`src/rtl/taxi_disp_pkg.sv`:
```
// Shared definitions for the taximeter 7-segment display path: segment
// patterns, digit codes and the scan-capture FSM encoding.
package taxi_disp_pkg;

    localparam logic [6:0] SEG_0     = 7'h7E;
    localparam logic [6:0] SEG_1     = 7'h30;
    localparam logic [6:0] SEG_2     = 7'h6D;
    localparam logic [6:0] SEG_3     = 7'h79;
    localparam logic [6:0] SEG_4     = 7'h33;
    localparam logic [6:0] SEG_5     = 7'h5B;
    localparam logic [6:0] SEG_6     = 7'h5F;
    localparam logic [6:0] SEG_7     = 7'h70;
    localparam logic [6:0] SEG_8     = 7'h7F;
    localparam logic [6:0] SEG_9     = 7'h7B;
    localparam logic [6:0] SEG_BLANK = 7'h00;

    localparam logic [3:0] DIG_BLANK   = 4'hF;
    localparam logic [3:0] DIG_ILLEGAL = 4'hE;

    typedef enum logic [0:0] {
        ST_HUNT = 1'b0,
        ST_HELD = 1'b1
    } cap_state_e;

    function automatic logic is_one_hot(input logic [3:0] v);
        return (v != 4'd0) && ((v & (v - 4'd1)) == 4'd0);
    endfunction

endpackage

```
`src/rtl/seg7_decode_sub.sv`:
```
// Combinational inverse of the seg7ment_sub encoder: active-high abcdefg
// pattern back to a digit code, flagging patterns the scanner never drives.
module seg7_decode_sub
    import taxi_disp_pkg::*;
(
    input  logic [6:0] seg,
    output logic [3:0] code,
    output logic       illegal
);

    // Pattern lookup; anything outside the table decodes as illegal.
    always_comb begin
        code    = DIG_ILLEGAL;
        illegal = 1'b0;
        case (seg)
            SEG_0:     code = 4'd0;
            SEG_1:     code = 4'd1;
            SEG_2:     code = 4'd2;
            SEG_3:     code = 4'd3;
            SEG_4:     code = 4'd4;
            SEG_5:     code = 4'd5;
            SEG_6:     code = 4'd6;
            SEG_7:     code = 4'd7;
            SEG_8:     code = 4'd8;
            SEG_9:     code = 4'd9;
            SEG_BLANK: code = DIG_BLANK;
            default: begin
                code    = DIG_ILLEGAL;
                illegal = 1'b1;
            end
        endcase
    end

endmodule

```
`src/rtl/seg7_scan_capture.sv`:
```
// Receive side of the multiplexed 7-segment bus: settles each scanned digit,
// assembles 4-digit frames and publishes a frame once it has been stable.
module seg7_scan_capture
    import taxi_disp_pkg::*;
#(
    parameter int SEG_ACT_LOW = 1,
    parameter int AN_ACT_LOW  = 1,
    parameter int SETTLE      = 4,
    parameter int STABLE_FRM  = 2
) (
    input  logic        clk,
    input  logic        rst_n,
    input  logic [6:0]  a_to_g,
    input  logic [3:0]  enable,
    input  logic        point,
    output logic [15:0] out_digit,
    output logic [3:0]  out_dp,
    output logic        out_valid,
    input  logic        out_ready,
    output logic        err_seg,
    output logic        err_an,
    output logic        overrun
);

    localparam logic [7:0] SETTLE_C = 8'(SETTLE);
    localparam logic [3:0] STABLE_C = 4'(STABLE_FRM);

    logic [3:0]  en_s;
    logic [6:0]  seg_s;
    logic        dp_s;
    logic [11:0] sample_s;
    logic [11:0] samp_r;
    logic        changed_s;

    cap_state_e  state_r, state_nxt_s;
    logic [7:0]  cnt_r, cnt_nxt_s, cnt_inc_s;
    logic        capture_s, an_err_s;

    logic [3:0]  dec_code_s;
    logic        dec_illegal_s;

    logic [15:0] slot_r;
    logic [3:0]  dp_r;
    logic [3:0]  mask_r;

    logic [19:0] prev_frm_r;
    logic [3:0]  match_r, match_nxt_s;
    logic        frame_done_s, publish_s, first_done_r;
    logic [19:0] cand_s;

    assign en_s      = (AN_ACT_LOW != 0)  ? ~enable : enable;
    assign seg_s     = (SEG_ACT_LOW != 0) ? ~a_to_g : a_to_g;
    assign dp_s      = (SEG_ACT_LOW != 0) ? ~point  : point;
    assign sample_s  = {en_s, seg_s, dp_s};
    assign changed_s = (sample_s != samp_r);
    assign cnt_inc_s = (cnt_r >= SETTLE_C) ? SETTLE_C : (cnt_r + 8'd1);

    seg7_decode_sub u_decode (
        .seg     (seg_s),
        .code    (dec_code_s),
        .illegal (dec_illegal_s)
    );

    // Capture FSM: multi-hot selects share the settle counter but only raise err_an.
    always_comb begin
        state_nxt_s = state_r;
        cnt_nxt_s   = cnt_r;
        capture_s   = 1'b0;
        an_err_s    = 1'b0;
        case (state_r)
            ST_HUNT: begin
                if (changed_s || (en_s == 4'd0)) begin
                    cnt_nxt_s = 8'd1;
                end else begin
                    cnt_nxt_s = cnt_inc_s;
                    if (cnt_inc_s == SETTLE_C) begin
                        state_nxt_s = ST_HELD;
                        if (is_one_hot(en_s)) begin
                            capture_s = 1'b1;
                        end else begin
                            an_err_s = 1'b1;
                        end
                    end else begin
                        state_nxt_s = ST_HUNT;
                    end
                end
            end
            ST_HELD: begin
                if (changed_s) begin
                    state_nxt_s = ST_HUNT;
                    cnt_nxt_s   = 8'd1;
                end else begin
                    state_nxt_s = ST_HELD;
                end
            end
            default: begin
                state_nxt_s = ST_HUNT;
                cnt_nxt_s   = 8'd1;
            end
        endcase
    end

    // Sampler and FSM state registers.
    always_ff @(posedge clk or negedge rst_n) begin
        if (!rst_n) begin
            samp_r  <= 12'd0;
            state_r <= ST_HUNT;
            cnt_r   <= 8'd0;
        end else begin
            samp_r  <= sample_s;
            state_r <= state_nxt_s;
            cnt_r   <= cnt_nxt_s;
        end
    end

    assign frame_done_s = (mask_r == 4'hF);
    assign cand_s       = {slot_r, dp_r};

    // Slot capture; a completed frame clears the mask in the cycle it is seen.
    always_ff @(posedge clk or negedge rst_n) begin
        if (!rst_n) begin
            slot_r <= 16'd0;
            dp_r   <= 4'd0;
            mask_r <= 4'd0;
        end else begin
            for (int i = 0; i < 4; i++) begin
                if (capture_s && en_s[i]) begin
                    slot_r[i*4 +: 4] <= dec_code_s;
                    dp_r[i]          <= dp_s;
                    mask_r[i]        <= 1'b1;
                end else if (frame_done_s) begin
                    mask_r[i] <= 1'b0;
                end
            end
        end
    end

    // Frame stability: count identical consecutive frames, saturating at 15.
    always_comb begin
        match_nxt_s = 4'd1;
        if (cand_s == prev_frm_r) begin
            match_nxt_s = (match_r == 4'd15) ? 4'd15 : (match_r + 4'd1);
        end else begin
            match_nxt_s = 4'd1;
        end
    end

    assign publish_s = frame_done_s && (match_nxt_s >= STABLE_C) &&
                       (!first_done_r || (cand_s != {out_digit, out_dp}));

    // Frame comparator history.
    always_ff @(posedge clk or negedge rst_n) begin
        if (!rst_n) begin
            prev_frm_r <= 20'd0;
            match_r    <= 4'd0;
        end else if (frame_done_s) begin
            prev_frm_r <= cand_s;
            match_r    <= match_nxt_s;
        end
    end

    // Output register, handshake and sticky error flags.
    always_ff @(posedge clk or negedge rst_n) begin
        if (!rst_n) begin
            out_digit    <= 16'd0;
            out_dp       <= 4'd0;
            out_valid    <= 1'b0;
            first_done_r <= 1'b0;
            err_seg      <= 1'b0;
            err_an       <= 1'b0;
            overrun      <= 1'b0;
        end else begin
            if (publish_s) begin
                out_digit    <= slot_r;
                out_dp       <= dp_r;
                out_valid    <= 1'b1;
                first_done_r <= 1'b1;
                if (out_valid && !out_ready) begin
                    overrun <= 1'b1;
                end
            end else if (out_valid && out_ready) begin
                out_valid <= 1'b0;
            end
            if (capture_s && dec_illegal_s) begin
                err_seg <= 1'b1;
            end
            if (an_err_s) begin
                err_an <= 1'b1;
            end
        end
    end

endmodule

```
`config.mk`:
```
export PLATFORM = sky130hd
export DESIGN_NAME = seg7_scan_capture
export DESIGN_NICKNAME = d
export VERILOG_FILES = /design/src/rtl/taxi_disp_pkg.sv /design/src/rtl/seg7_decode_sub.sv /design/src/rtl/seg7_scan_capture.sv
export SDC_FILE = /design/constraint.sdc
export NUM_CORES = 1
export LEC_CHECK = 0
export CAP_MARGIN = 20
export CORE_MARGIN = 2
export CORE_UTILIZATION = 42
export CTS_BUF_LIST = sky130_fd_sc_hd__clkbuf_2 sky130_fd_sc_hd__clkbuf_4 sky130_fd_sc_hd__clkbuf_8
export DETAILED_ROUTE_END_ITERATION = 8
export DONT_BUFFER_PORTS = 1
export SKIP_CTS_REPAIR_TIMING = 1
export SLEW_MARGIN = 40
export SYNTH_ARGS = -nofsm -noshare
export SYNTH_HDL_FRONTEND = slang
export SYNTH_HIERARCHICAL = 1
export SYNTH_SLANG_ARGS = --single-unit
```
`constraint.sdc`:
```
create_clock -name clk -period 3.02 [get_ports clk]
set_input_delay 0.302 -clock clk [delete_from_list [all_inputs] [get_ports clk]]
set_output_delay 0.302 -clock clk [all_outputs]
set_load 0.01 [all_outputs]
```
### After elaboration in Yosys (flattened, before gate mapping)

Cells that the tools add are included.

* bits in registers: 94
* input port bits: 15
* output and inout bits: 24
* logic and storage cells: 103

* $add $sub $neg: 3
* magnitude comparators: 2
* equality and inequality tests: 17
* multiplexer cells: 27
* bitwise operators: 5
* reduce and logical (&&, ||, !) cells: 25

Operator list (number)
* $eq A7 B7 Y1 const B: 8
* $pmux W4 S11: 1
* $mux W8: 3
* $eq A20 B20 Y1: 1
* $ne A20 B20 Y1: 1
* $mux W1: 19
* $pmux W8 S2: 1
* $eq A7 B6 Y1 const B: 2
* $ne A12 B12 Y1: 1
* $reduce_or A11 Y1: 1
* $logic_and A1 B1 Y1: 10
* $reduce_bool A2 Y1: 5
* $add A8 B1 Y8 const B: 1
* $eq A4 B4 Y1 const B: 2
* $eq A8 B3 Y1 const B: 1
* $ge A8 B3 Y1 const B: 1
* $logic_not A4 Y1: 2
* $mux W4: 2
* $logic_not A7 Y1: 1
* $not A7 Y7: 1
* $add A4 B1 Y4 const B: 1
* $and A4 B4 Y4: 1
* $ge A4 B2 Y1 const B: 1
* $not A4 Y4: 1
* other kinds (8): 11

### Logic depth before layout (Yosys ltp)

Gate-level depths: netlist of run 1.

* depth in word-level cells: 11
* mapped depth: 9
* depth with buffers taken out: 8

### By module

Netlist of run 1, hierarchy kept.

Modules (own cells, without submodules)
* seg7_scan_capture: times used 1, cells an instance 366, area each 4236.6 µm², sequential area each 2352.3 µm²
* seg7_decode_sub: times used 1, cells an instance 35, area each 235.2 µm², sequential area each 0.0 µm²

### Least setup slack after synthesis of run 1

OpenSTA, ideal clock, no wires.

* path type: reg2reg
* start point: register cnt_r[0]
* end point: register dp_r[3]
* library setup time: 0.125 ns
* arrival time: 1.870 ns
* required time: 2.895 ns
* setup slack: 1.025 ns
* cell stages (with the launch flop): 7
* path buffers: 0
* clock period less this slack: 1.995 ns
* cell sequence: dfrtp_1 inv_1 ha_1 nand3b_1 and3_1 nor4b_4 mux2_2

* word-level cells in the longest chain between the ends: 7
* elaborated cells between the ends (all ways): 8
* those cells by class: add/sub: 1; order compare: 1; eq/ne: 1; mux: 4; reduce/logical: 1

Ends and longest elaborated chain
* from (decl): RTL line seg7_scan_capture.sv:36 `logic [7:0] cnt_r, cnt_nxt_s, cnt_inc_s;`
* from (signal assigned): RTL line seg7_scan_capture.sv:112 `cnt_r <= cnt_nxt_s;`
* $add A8 B1 Y8 / $ge A8 B3 Y1 (equally long branches): RTL line seg7_scan_capture.sv:56 `assign cnt_inc_s = (cnt_r >= SETTLE_C) ? SETTLE_C : (cnt_r + 8'd1);`
* $mux W8 (*): RTL line seg7_scan_capture.sv:56
* $eq A8 B3 Y1 (*): RTL line seg7_scan_capture.sv:76 `if (cnt_inc_s == SETTLE_C) begin`
* $mux W1 (*): RTL line seg7_scan_capture.sv:76
* $mux W1 (*): RTL line seg7_scan_capture.sv:72 `if (changed_s || (en_s == 4'd0)) begin`
* $mux W1 (*): RTL line seg7_scan_capture.sv:70 `case (state_r)`
* $logic_and A1 B1 Y1 (*): RTL line seg7_scan_capture.sv:127 `if (capture_s && en_s[i]) begin`
* to (signal, indexed assignment): RTL line seg7_scan_capture.sv:129 `dp_r[i] <= dp_s;`
* to (decl): RTL line seg7_scan_capture.sv:43 `logic [3:0] dp_r;`

Every way passes the cells marked *; elsewhere a longest branch is shown, timed or not.
A chain may end at the register's enable or synchronous reset.

### Worst setup path after layout of run 1

* start point: register slot_r[10]
* end point: register out_digit[6]

* word-level cells in the longest chain between the ends: 5
* elaborated cells between the ends (all ways): 7
* those cells by class: order compare: 1; eq/ne: 2; mux: 1; reduce/logical: 3

Ends and longest elaborated chain
* from (decl): RTL line seg7_scan_capture.sv:42 `logic [15:0] slot_r;`
* from (signal, indexed assignment): RTL line seg7_scan_capture.sv:128 `slot_r[i*4 +: 4] <= dec_code_s;`
* $eq A20 B20 Y1: RTL line seg7_scan_capture.sv:141 `if (cand_s == prev_frm_r) begin`
* $mux W4: RTL line seg7_scan_capture.sv:141
* $ge A4 B2 Y1: RTL line seg7_scan_capture.sv:148 `assign publish_s = frame_done_s && (match_nxt_s >= STABLE_C) &&`
* $logic_and A1 B1 Y1: RTL line seg7_scan_capture.sv:148
* $logic_and A1 B1 Y1 (*): RTL line seg7_scan_capture.sv:148
* to (signal assigned): RTL line seg7_scan_capture.sv:174 `out_digit <= slot_r;`
* to (decl): RTL line seg7_scan_capture.sv:16 `output logic [15:0] out_digit,`

Marks and branches as above.

==> results.sh, run 1 <==
export IMPL_path_cells="xor2_1 -> nor4_1 -> nand4_1 -> o2111ai_2 -> buf_4 -> mux2_2"
export IMPL_critPathMaxStageDelay_ns=0.50
export IMPL_final_max_slew_violation_count=0
export IMPL_worst_path_buf_inv=1
export IMPL_syn_area_sq_mm=0.00447
export IMPL_rsz0062_at_grt="no"
export IMPL_track_usage=0.167
export IMPL_synthCells=401
export IMPL_ys_flop_type="dfrtp_1"
export IMPL_multi_input_area_sq_mm=0.00199
export IMPL_met3_length_um=457
export IMPL_antenna_found_initial=0
export IMPL_wl_per_cell_um=16.4
export IMPL_cts_sinks=94
export IMPL_fin_skew_ns=0.0123
export IMPL_synth_edff_count=0
export IMPL_ys_types=45
export IMPL_vdd_drop_max_mv=0.336
export IMPL_hold_path_class="input port to register"
export IMPL_cellLeakagePower_uw=0.00245
export IMPL_cts_tree="yes"
export IMPL_die_y_um=107
export IMPL_cts_root_buf="clkbuf_8"
export IMPL_worstSkewPairLatency_ns=0.36
export IMPL_ys_ff_latch=94
export IMPL_overflow=0
export IMPL_io_buffers=0
export IMPL_power_uw=2210
export IMPL_fp_dieW_um=107
export IMPL_via_per_inst=5.25
export IMPL_crit_arrival_ns=2.58
export IMPL_period_share=0.773
export IMPL_endpoint_kind="register"
export IMPL_n_fill_cell=964
export IMPL_row_count=37
export IMPL_drtIter0Drc=109
export IMPL_start_util=0.433
export IMPL_wl_met2_um=4280
export IMPL_drt_total_wl_um=8970
export IMPL_yosysWarnings=6
export IMPL_worst_setup_path_type="register to register"
export IMPL_antenna_cells=0
export IMPL_worst_pin_slew_ns=0.638
export IMPL_setup_tns_final_ns=0
export IMPL_async_flop_share=1.00
export IMPL_grt_max_degree=95
export IMPL_remaining_drc_errors=0
export IMPL_status="complete, no violations"
export IMPL_critPathTopFamily="simple AND/OR/NAND/NOR gates"
export IMPL_finalHoldViolations=0
export IMPL_max_cap_viol_count=0
export IMPL_place_hpwl_um=6140
export IMPL_cts_path_max_buffers=2
export IMPL_avgSynthCellArea_sq_um=11.2
export IMPL_syn_nets=419
export IMPL_fin_nets=425
export IMPL_gp_congestion=0.787
export IMPL_htree_levels=3
export IMPL_synthToLayoutAreaGrowth_pct=8.70
export IMPL_drt_pre_antenna_iters=4
export IMPL_num_vias=2879
export IMPL_pre_cts_slack_ns=0.625
export IMPL_max_freq_mhz=428
export IMPL_finalSetupViolCount=0
export IMPL_core_area_sq_mm=0.0103
export IMPL_drt_met1_wl_um=4140
export IMPL_power_density_mw_per_mm2=454
export IMPL_finalCriticalPeriod_ns=2.33
export IMPL_startpoint_type="register"
export IMPL_regArea_sq_mm=0.00235
export IMPL_routed_top_layer="met4"
export IMPL_drive_gt1_frac=0.184
export IMPL_path_max_fanout=22
export IMPL_drtAntennaViolNets=0
export IMPL_cts_made_buffers=9
export IMPL_fp_dieArea_sq_mm=0.0115
export IMPL_required_ns=3.27
export IMPL_slew_headroom=0.573
export IMPL_grt_pass1_wl_um=14900
export IMPL_cpMaxStageDelayCell="nor4_1"
export IMPL_finalWorstSetupSlack_ns=0.686
export IMPL_first_global_vias=2861
export IMPL_io_pins=39
export IMPL_clkTransAtPathRegs_ns=0.08
export IMPL_ys_seq_area_frac=0.526
cells in the mapped netlist (5+ instances only):
| master | count | share of area |
|---|---|---|
| and2_1 | 5 | 0.0070 |
| xor2_1 | 32 | 0.063 |
| nand3_1 | 14 | 0.016 |
| nor4_1 | 8 | 0.011 |
| nor2_1 | 11 | 0.0092 |
| dfrtp_1 | 94 | 0.53 |
| xnor2_1 | 22 | 0.043 |
| a21oi_1 | 5 | 0.0056 |
| nand2_1 | 74 | 0.062 |
| inv_1 | 17 | 0.014 |
| mux2_2 | 40 | 0.10 |
| nand4_1 | 14 | 0.020 |
cells in the final DEF, fill, tap and decap left out, types with 4 or more instances in the layout:
cell type  count
mux2_2        40
nand2_1       74
and2_1         5
nand4_1       14
nand3_1       14
nor3_1         4
a21oi_1        5
buf_4          4
inv_1         17
clkbuf_8      10
xor2_1        32
dfrtp_1       94
nor2_1        11
xnor2_1       22
a31oi_1        4
nor4_1         8
per-layer routing:
layer  track usage  up-vias
met5             0        -
li1              -     1385
met2         0.268       56
met1         0.224     1430
met3        0.0432        8
met4        0.0473        0
per-stage QoR:
step                utilization  cells  instance area, sq um  hold slack, ns
finish                    0.471    548                  4860          0.0164
global route              0.471    548                  4860         0.00780
CTS                       0.466    545                  4810          -0.393
detailed placement        0.446    529                  4610         0.00924
global placement          0.446    529                  4610         0.00991
floorplan                     -    401                  4470         0.00641
kinds of logic (layout without fill, tap and decap cells):
family	Yosys count	after routing	share of synthesized area
compound gates	30	30	0.0490
xor+xnor	54	54	0.106
mux	40	40	0.101
fa+ha+maj	3	3	0.00839
flops	94	94	0.526
buf+inv	29	40	0.0297
simple gates	151	151	0.180
flip-flops by register name, indices dropped and copies added (netlist names), 4 cells and up:
| register | count |
|---|---|
| mask_r | 4 |
| out_digit | 16 |
| match_r | 4 |
| out_dp | 4 |
| slot_r | 16 |
| samp_r | 12 |
| prev_frm_r | 20 |
| dp_r | 4 |
| cnt_r | 8 |
worst reg2reg max path, delay by kind of cell, from the launching register on:
kind                   cells  cell delay, ns
AO/OA/AOI/OAI              1            0.21
XOR/XNOR                   1            0.18
buffers and inverters      1            0.33
flip-flops                 1            0.44
multiplexers               1            0.38
AND/OR/NAND/NOR            2            0.67
worst paths after layout:
| check | start | end | slack [ns] | depth (start not counted) |
|---|---|---|---|---|
| max in group asynchronous | rst_n | out_dp[1]$_DFFE_PN0P_ | 2.15 | 2 |
| worst min register to register | first_done_r$_DFFE_PN0P_ | first_done_r$_DFFE_PN0P_ | 0.48 | 1 |
| min in group asynchronous | rst_n | out_digit[7]$_DFFE_PN0P_ | 0.49 | 2 |
| worst min-delay path | enable[0] | samp_r[8]$_DFF_PN0_ | 0.02 | 1 |
| worst max-delay path | slot_r[10]$_DFFE_PN0P_ | out_digit[6]$_DFFE_PN0P_ | 0.69 | 6 |
| worst max register to register | slot_r[10]$_DFFE_PN0P_ | out_digit[6]$_DFFE_PN0P_ | 0.69 | 6 |
where the power goes:
part	internal (uW)	total [uW]	switching [uW]	leakage, uW
combinational	25.2	89.8	64.5	0.00108
sequential	1270	1270	3.49	0.00127
clock	415	850	435	0.0000990
total	1710	2210	503	0.00245
cell type report:
class	count	area share
inverters	17	0.0131
clock inverters	5	0.0121
repair buffers	7	0.0160
clock buffers	11	0.0299
multi-input cells	278	0.410
well taps	136	0.0350
flip-flops and latches	94	0.484
(Power assumes the default switching activity.)
==> inputs of run 2 (changes only) <==
==> constraint.sdc (replaced) <==
create_clock -name clk -period 2.2 [get_ports clk]
set_input_delay 0.22 -clock clk [delete_from_list [all_inputs] [get_ports clk]]
set_output_delay 0.22 -clock clk [all_outputs]
set_load 0.01 [all_outputs]
==> run 2 against run 1 <==
  * The run now ends with negative hold slack left
  * Critical path depth did not move
  * Final area increased by 7.1%
  * Clock skew increased by 0.00050 ns
  * Sequential share of layout area fell by 3.1 points
  * Via count is 4.9% higher
  * Count of clock-buffer cells in the layout unchanged
  * Power grew 39%
  * Critical path type unchanged
  * Largest power group unchanged
==> results.sh, run 2 (same netlist as run 1, synthesis figures left out) <==
export IMPL_utilization=0.504
export IMPL_drt_total_wl_um=9650
export IMPL_row_count=37
export IMPL_whs_ns=-0.458
export IMPL_fin_skew_ns=0.0128
export IMPL_startpoint="slot_r[14]$_DFFE_PN0P_"
export IMPL_max_freq_mhz=463
export IMPL_startpoint_type="register"
export IMPL_drt_pre_antenna_iters=4
export IMPL_status="complete, but fails checks"
export IMPL_period_share=0.982
export IMPL_cts_path_max_buffers=2
export IMPL_vdd_drop_max_mv=0.319
export IMPL_htree_levels=3
export IMPL_overflow=0
export IMPL_antenna_cells=0
export IMPL_final_cell_mix="dfrtp_1 (92), nand2_1 (74), xor2_1 (32), buf_4 (30), mux2_2 (24)"
export IMPL_place_hpwl_um=6760
export IMPL_reg_top3="prev_frm_r (20), out_digit (16), slot_r (16)"
export IMPL_drtIter0Drc=133
export IMPL_worstSkewPairLatency_ns=0.36
export IMPL_timing_rr_end="out_digit[4]$_DFFE_PN0P_"
export IMPL_remaining_drc_errors=0
export IMPL_wl_per_cell_um=16.7
export IMPL_gp_congestion=0.779
export IMPL_grt_max_degree=95
export IMPL_drtAntennaViolNets=0
export IMPL_cts_root_buf="clkbuf_8"
export IMPL_pre_cts_slack_ns=-0.183
export IMPL_worst_setup_path_type="register to register"
export IMPL_n_fill_cell=939
export IMPL_via_per_inst=5.21
export IMPL_grt_pass1_wl_um=16000
export IMPL_internal_power_uw=2430
export IMPL_final_max_slew_violation_count=0
export IMPL_cts_tree="yes"
export IMPL_endpoint_kind="register"
export IMPL_path_max_fanout=6
export IMPL_core_area_sq_mm=0.0103
export IMPL_reg2reg_from="slot_r[14]$_DFFE_PN0P_"
export IMPL_violations="negative hold slack"
export IMPL_fin_nets=457
export IMPL_antenna_found_initial=0
export IMPL_critical_path_endpoint="out_digit[4]$_DFFE_PN0P_"
export IMPL_fp_dieW_um=107
export IMPL_start_util=0.433
export IMPL_setup_tns_final_ns=0
export IMPL_finalCriticalPeriod_ns=2.16
export IMPL_first_global_vias=3114
export IMPL_finalWorstSetupSlack_ns=0.0395
export IMPL_regMostFlops="prev_frm_r"
export IMPL_power_share_switching=0.212
export IMPL_clockPowerShare=0.405
export IMPL_cellLeakagePower_uw=0.00268
export IMPL_r2r_slack_ns=0.04
export IMPL_track_usage=0.179
export IMPL_rr_worst_depth=6
export IMPL_synthToLayoutAreaGrowth_pct=16.4
export IMPL_finalSetupViolCount=0
export IMPL_io_pins=39
export IMPL_hold_path_class="input port to asynchronous set/reset pin"
export IMPL_io_buffers=0
export IMPL_cts_sinks=94
export IMPL_slew_headroom=0.517
export IMPL_power_uw=3080
export IMPL_clkTransAtPathRegs_ns=0.10
export IMPL_p_switching_uw=652
export IMPL_drive_gt1_frac=0.248
export IMPL_comb_power_share=0.029
export IMPL_finalHoldViolations=94
export IMPL_worst_pin_slew_ns=0.713
export IMPL_seqPwrFrac=0.566
export IMPL_largest_register_ffs=20
export IMPL_num_vias=3019
export IMPL_crit_arrival_ns=2.40
export IMPL_power_density_mw_per_mm2=592
export IMPL_rsz0062_at_grt="yes"
export IMPL_die_y_um=107
export IMPL_max_cap_viol_count=0
export IMPL_fp_dieArea_sq_mm=0.0115
export IMPL_required_ns=2.44
export IMPL_final_common_cell="dfrtp_1"
export IMPL_cts_made_buffers=9
## run 2: changes by cell type in the layout (fill, tap and decap cells not counted), moves of 5 or more
cell / previous run / this run
mux2_4: 0 / 16
buf_4: 4 / 30
mux2_2: 40 / 24
buf_6: 0 / 5
## run 2: cell type report
type,count,area [sq um],share of cell area
clock buffers,11,139,0.0267
clock inverters,4,72.6,0.0139
inverters,17,63.8,0.0123
multi-input cells,278,2080,0.400
flip-flops and latches,94,2350,0.453
well taps,136,170,0.0327
repair buffers,39,322,0.0618
## run 2: worst min path at each step
stage | from | to | slack, ns | cells after the start
floorplan | rst_n | cnt_r[0]$_DFFE_PN0P_ | -0.08 | 0
global placement | rst_n | prev_frm_r[15]$_DFFE_PN0P_ | -0.07 | 0
detailed placement | rst_n | prev_frm_r[15]$_DFFE_PN0P_ | -0.07 | 0
CTS | rst_n | prev_frm_r[15]$_DFFE_PN0P_ | -0.48 | 0
global route | rst_n | prev_frm_r[3]$_DFFE_PN0P_ | -0.48 | 0
finish | rst_n | prev_frm_r[3]$_DFFE_PN0P_ | -0.46 | 0
## run 2: worst max-delay path, cell delays in order, from the launching register on
cell       delay, ns
dfrtp_2         0.46
xor2_1          0.18
nor4_2          0.40
nand4_1         0.20
o2111ai_4       0.31
buf_6           0.20
mux2_4          0.30
## run 2: layer usage
layer,part of all wire,up-vias,GRT usage
met1,0.46,1510,0.240
met3,0.039,9,0.0383
met4,0.0095,0,0.0519
li1,-,1443,-
met2,0.49,57,0.292
met5,0,-,0
## run 2: through the flow
step / cells / cell area [sq um]
floorplan: 401 / 4470
global placement: 555 / 4800
detailed placement: 555 / 4800
CTS: 570 / 5020
global route: 579 / 5200
finish: 579 / 5200
## run 2: power groups by stage
stage | sequential, uW | combinational [uW] | clock [uW]
2_1_floorplan | 1780 | 73.6 | 0
3_3_place_gp | 1780 | 80.3 | 0
3_5_place_dp | 1780 | 82.0 | 0
4_1_cts | 1740 | 82.7 | 1290
5_1_grt | 1740 | 99.0 | 1340
6_report | 1740 | 88.6 | 1250
==> inputs of run 3 (changes only) <==
--- a/config.mk
+++ b/config.mk
@@ -5,7 +5,6 @@
 export SDC_FILE = /design/constraint.sdc
 export NUM_CORES = 1
 export LEC_CHECK = 0
-export CAP_MARGIN = 20
 export CORE_MARGIN = 2
 export CORE_UTILIZATION = 42
 export CTS_BUF_LIST = sky130_fd_sc_hd__clkbuf_2 sky130_fd_sc_hd__clkbuf_4 sky130_fd_sc_hd__clkbuf_8
==> constraint.sdc (replaced) <==
create_clock -name clk -period 2.7 [get_ports clk]
set_input_delay 0.27 -clock clk [delete_from_list [all_inputs] [get_ports clk]]
set_output_delay 0.27 -clock clk [all_outputs]
set_load 0.01 [all_outputs]
==> run 3 against run 2 <==
  * The flow now finishes without violations
  * First-iteration DRC count decreased by 21%
  * Combinational power up 16%
  * Critical path depth did not move
  * Global-route usage decreased by 1.2 points
  * Utilization fell by 2.9 points
  * Worst setup slack improved by 0.35 ns
  * Count of clock-buffer cells in the layout is 1 higher
  * Critical path type is now input port to register
  * Critical endpoint is now slot_r[8]$_DFFE_PN0P_
  * Largest power group unchanged
==> results.sh, run 3 (same netlist as run 1, synthesis figures left out) <==
export IMPL_vdd_drop_max_mv=0.305
export IMPL_first_global_vias=2922
export IMPL_wl_met2_um=4360
export IMPL_startpoint_type="input port"
export IMPL_slew_headroom=0.626
export IMPL_min_path_cells=1
export IMPL_drt_met1_wl_um=4270
export IMPL_holdPathEnd="samp_r[1]$_DFF_PN0_"
export IMPL_finalSetupViolCount=0
export IMPL_gp_congestion=0.784
export IMPL_fin_nets=430
export IMPL_core_area_sq_mm=0.0103
export IMPL_regMostFlops="prev_frm_r"
export IMPL_drt_pre_antenna_iters=4
export IMPL_antenna_found_initial=0
export IMPL_final_max_slew_violation_count=0
export IMPL_p_switching_uw=532
export IMPL_io_pins=39
export IMPL_synthToLayoutAreaGrowth_pct=9.71
export IMPL_drtAntennaViolNets=0
export IMPL_cts_made_buffers=9
export IMPL_period_share=0.857
export IMPL_htree_levels=3
export IMPL_finalCriticalPeriod_ns=2.32
export IMPL_power_density_mw_per_mm2=502
export IMPL_row_count=37
export IMPL_cts_root_buf="clkbuf_8"
export IMPL_worst_setup_path_type="input port to register"
export IMPL_clockPowerShare=0.382
export IMPL_track_usage=0.167
export IMPL_drive_gt1_frac=0.187
export IMPL_cts_sinks=94
export IMPL_rsz0062_at_grt="no"
export IMPL_critPathMaxStageDelay_ns=0.54
export IMPL_crit_arrival_ns=2.55
export IMPL_start_util=0.433
export IMPL_remaining_drc_errors=0
export IMPL_power_share_switching=0.216
export IMPL_fin_skew_ns=0.00751
export IMPL_grt_max_degree=95
export IMPL_fp_dieArea_sq_mm=0.0115
export IMPL_cellLeakagePower_uw=0.00248
export IMPL_setup_tns_final_ns=0
export IMPL_status="complete, no violations"
export IMPL_r2r_slack_ns=0.40
export IMPL_place_hpwl_um=6400
export IMPL_antenna_cells=0
export IMPL_cts_path_max_buffers=2
export IMPL_routed_top_layer="met4"
export IMPL_min_from="a_to_g[0]"
export IMPL_cpMaxStageDelayCell="nor4b_4"
export IMPL_reg2reg_from="slot_r[0]$_DFFE_PN0P_"
export IMPL_drtIter0Drc=105
export IMPL_rr_worst_depth=6
export IMPL_comb_power_share=0.042
export IMPL_worstSkewPairLatency_ns=0.35
export IMPL_overflow=0
export IMPL_drt_total_wl_um=9030
export IMPL_endpoint_kind="register"
export IMPL_die_y_um=107
export IMPL_grt_pass1_wl_um=14900
export IMPL_clkTransAtPathRegs_ns=0.08
export IMPL_seqPwrFrac=0.576
export IMPL_largest_register_ffs=20
export IMPL_io_buffers=0
export IMPL_met3_length_um=333
export IMPL_final_common_cell="dfrtp_1"
export IMPL_fp_dieW_um=107
export IMPL_power_uw=2460
export IMPL_cts_tree="yes"
export IMPL_max_freq_mhz=432
export IMPL_internal_power_uw=1930
export IMPL_timing_rr_end="out_dp[3]$_DFFE_PN0P_"
export IMPL_required_ns=2.94
export IMPL_path_cells="dlygate4sd3_1 -> inv_1 -> nor4_1 -> nor2_1 -> nor4b_4 -> mux2_2"
export IMPL_hold_path_class="input port to register"
export IMPL_reg_top3="prev_frm_r (20), out_digit (16), slot_r (16)"
export IMPL_finalHoldViolations=0
export IMPL_path_max_fanout=6
export IMPL_worst_pin_slew_ns=0.558
export IMPL_final_cell_mix="dfrtp_1 (94), nand2_1 (74), mux2_2 (40), xor2_1 (32), xnor2_1 (22)"
export IMPL_wl_per_cell_um=16.3
export IMPL_num_vias=2902
export IMPL_max_cap_viol_count=0
export IMPL_via_per_inst=5.25
==> run 3: changes by cell type in the layout (fill, tap and decap cells not counted), sizes merged <==
cell and change:
clkbuf +1, bufinv -1, buf -28, clkinvlp -1, dlygate4sd3 +1, clkinv +2
==> run 3: through the flow <==
step | hold WS, ns | cells | instance area [sq um] | setup WS (ns) | util
detailed placement | -0.0226 | 531 | 4620 | 0.357 | 0.448
CTS | -0.411 | 547 | 4830 | 0.363 | 0.468
global placement | -0.0225 | 531 | 4620 | 0.393 | 0.448
finish | 0.0551 | 553 | 4910 | 0.385 | 0.475
global route | 0.0690 | 553 | 4910 | 0.236 | 0.475
floorplan | -0.0256 | 401 | 4470 | 0.705 | -
==> run 3: layer usage <==
layer | vias to the layer above | GRT usage
li1 | 1400 | -
met1 | 1448 | 0.227
met2 | 47 | 0.271
met3 | 7 | 0.0413
met4 | 0 | 0.0362
met5 | - | 0
==> run 3: worst max path at each step <==
stage	from	to	slack [ns]
floorplan	cnt_r[0]$_DFFE_PN0P_	dp_r[3]$_DFFE_PN0P_	0.71
CTS	slot_r[0]$_DFFE_PN0P_	out_dp[3]$_DFFE_PN0P_	0.36
global route	samp_r[5]$_DFF_PN0_	slot_r[8]$_DFFE_PN0P_	0.24
detailed placement	slot_r[0]$_DFFE_PN0P_	out_dp[3]$_DFFE_PN0P_	0.36
finish	enable[1]	slot_r[8]$_DFFE_PN0P_	0.38
global placement	samp_r[6]$_DFF_PN0_	slot_r[10]$_DFFE_PN0P_	0.39
==> run 3: final cells by class <==
cell class / instances / area [sq um]
clock buffers: 12 / 159
well taps: 136 / 170
inverters: 17 / 63.8
fillers: 919 / 5420
flip-flops and latches: 94 / 2350
clock inverters: 4 / 45.0
multi-input cells: 278 / 1990
repair buffers: 12 / 123
==> run 3: worst max-delay path, delay by kind of cell <==
kind	cells	cell delay (ns)
and+or+nand+nor	3	1.28
buffers and inverters	2	0.59
muxes	1	0.41
==> run 3: power groups by stage <==
stage,Sequential (uW),Clock [uW],Combinational (uW)
after floorplan,1450,0,60.0
after global placement,1450,0,65.3
after detailed placement,1450,0,66.0
after CTS,1420,970,66.2
after global routing,1420,1030,118
final,1420,941,103
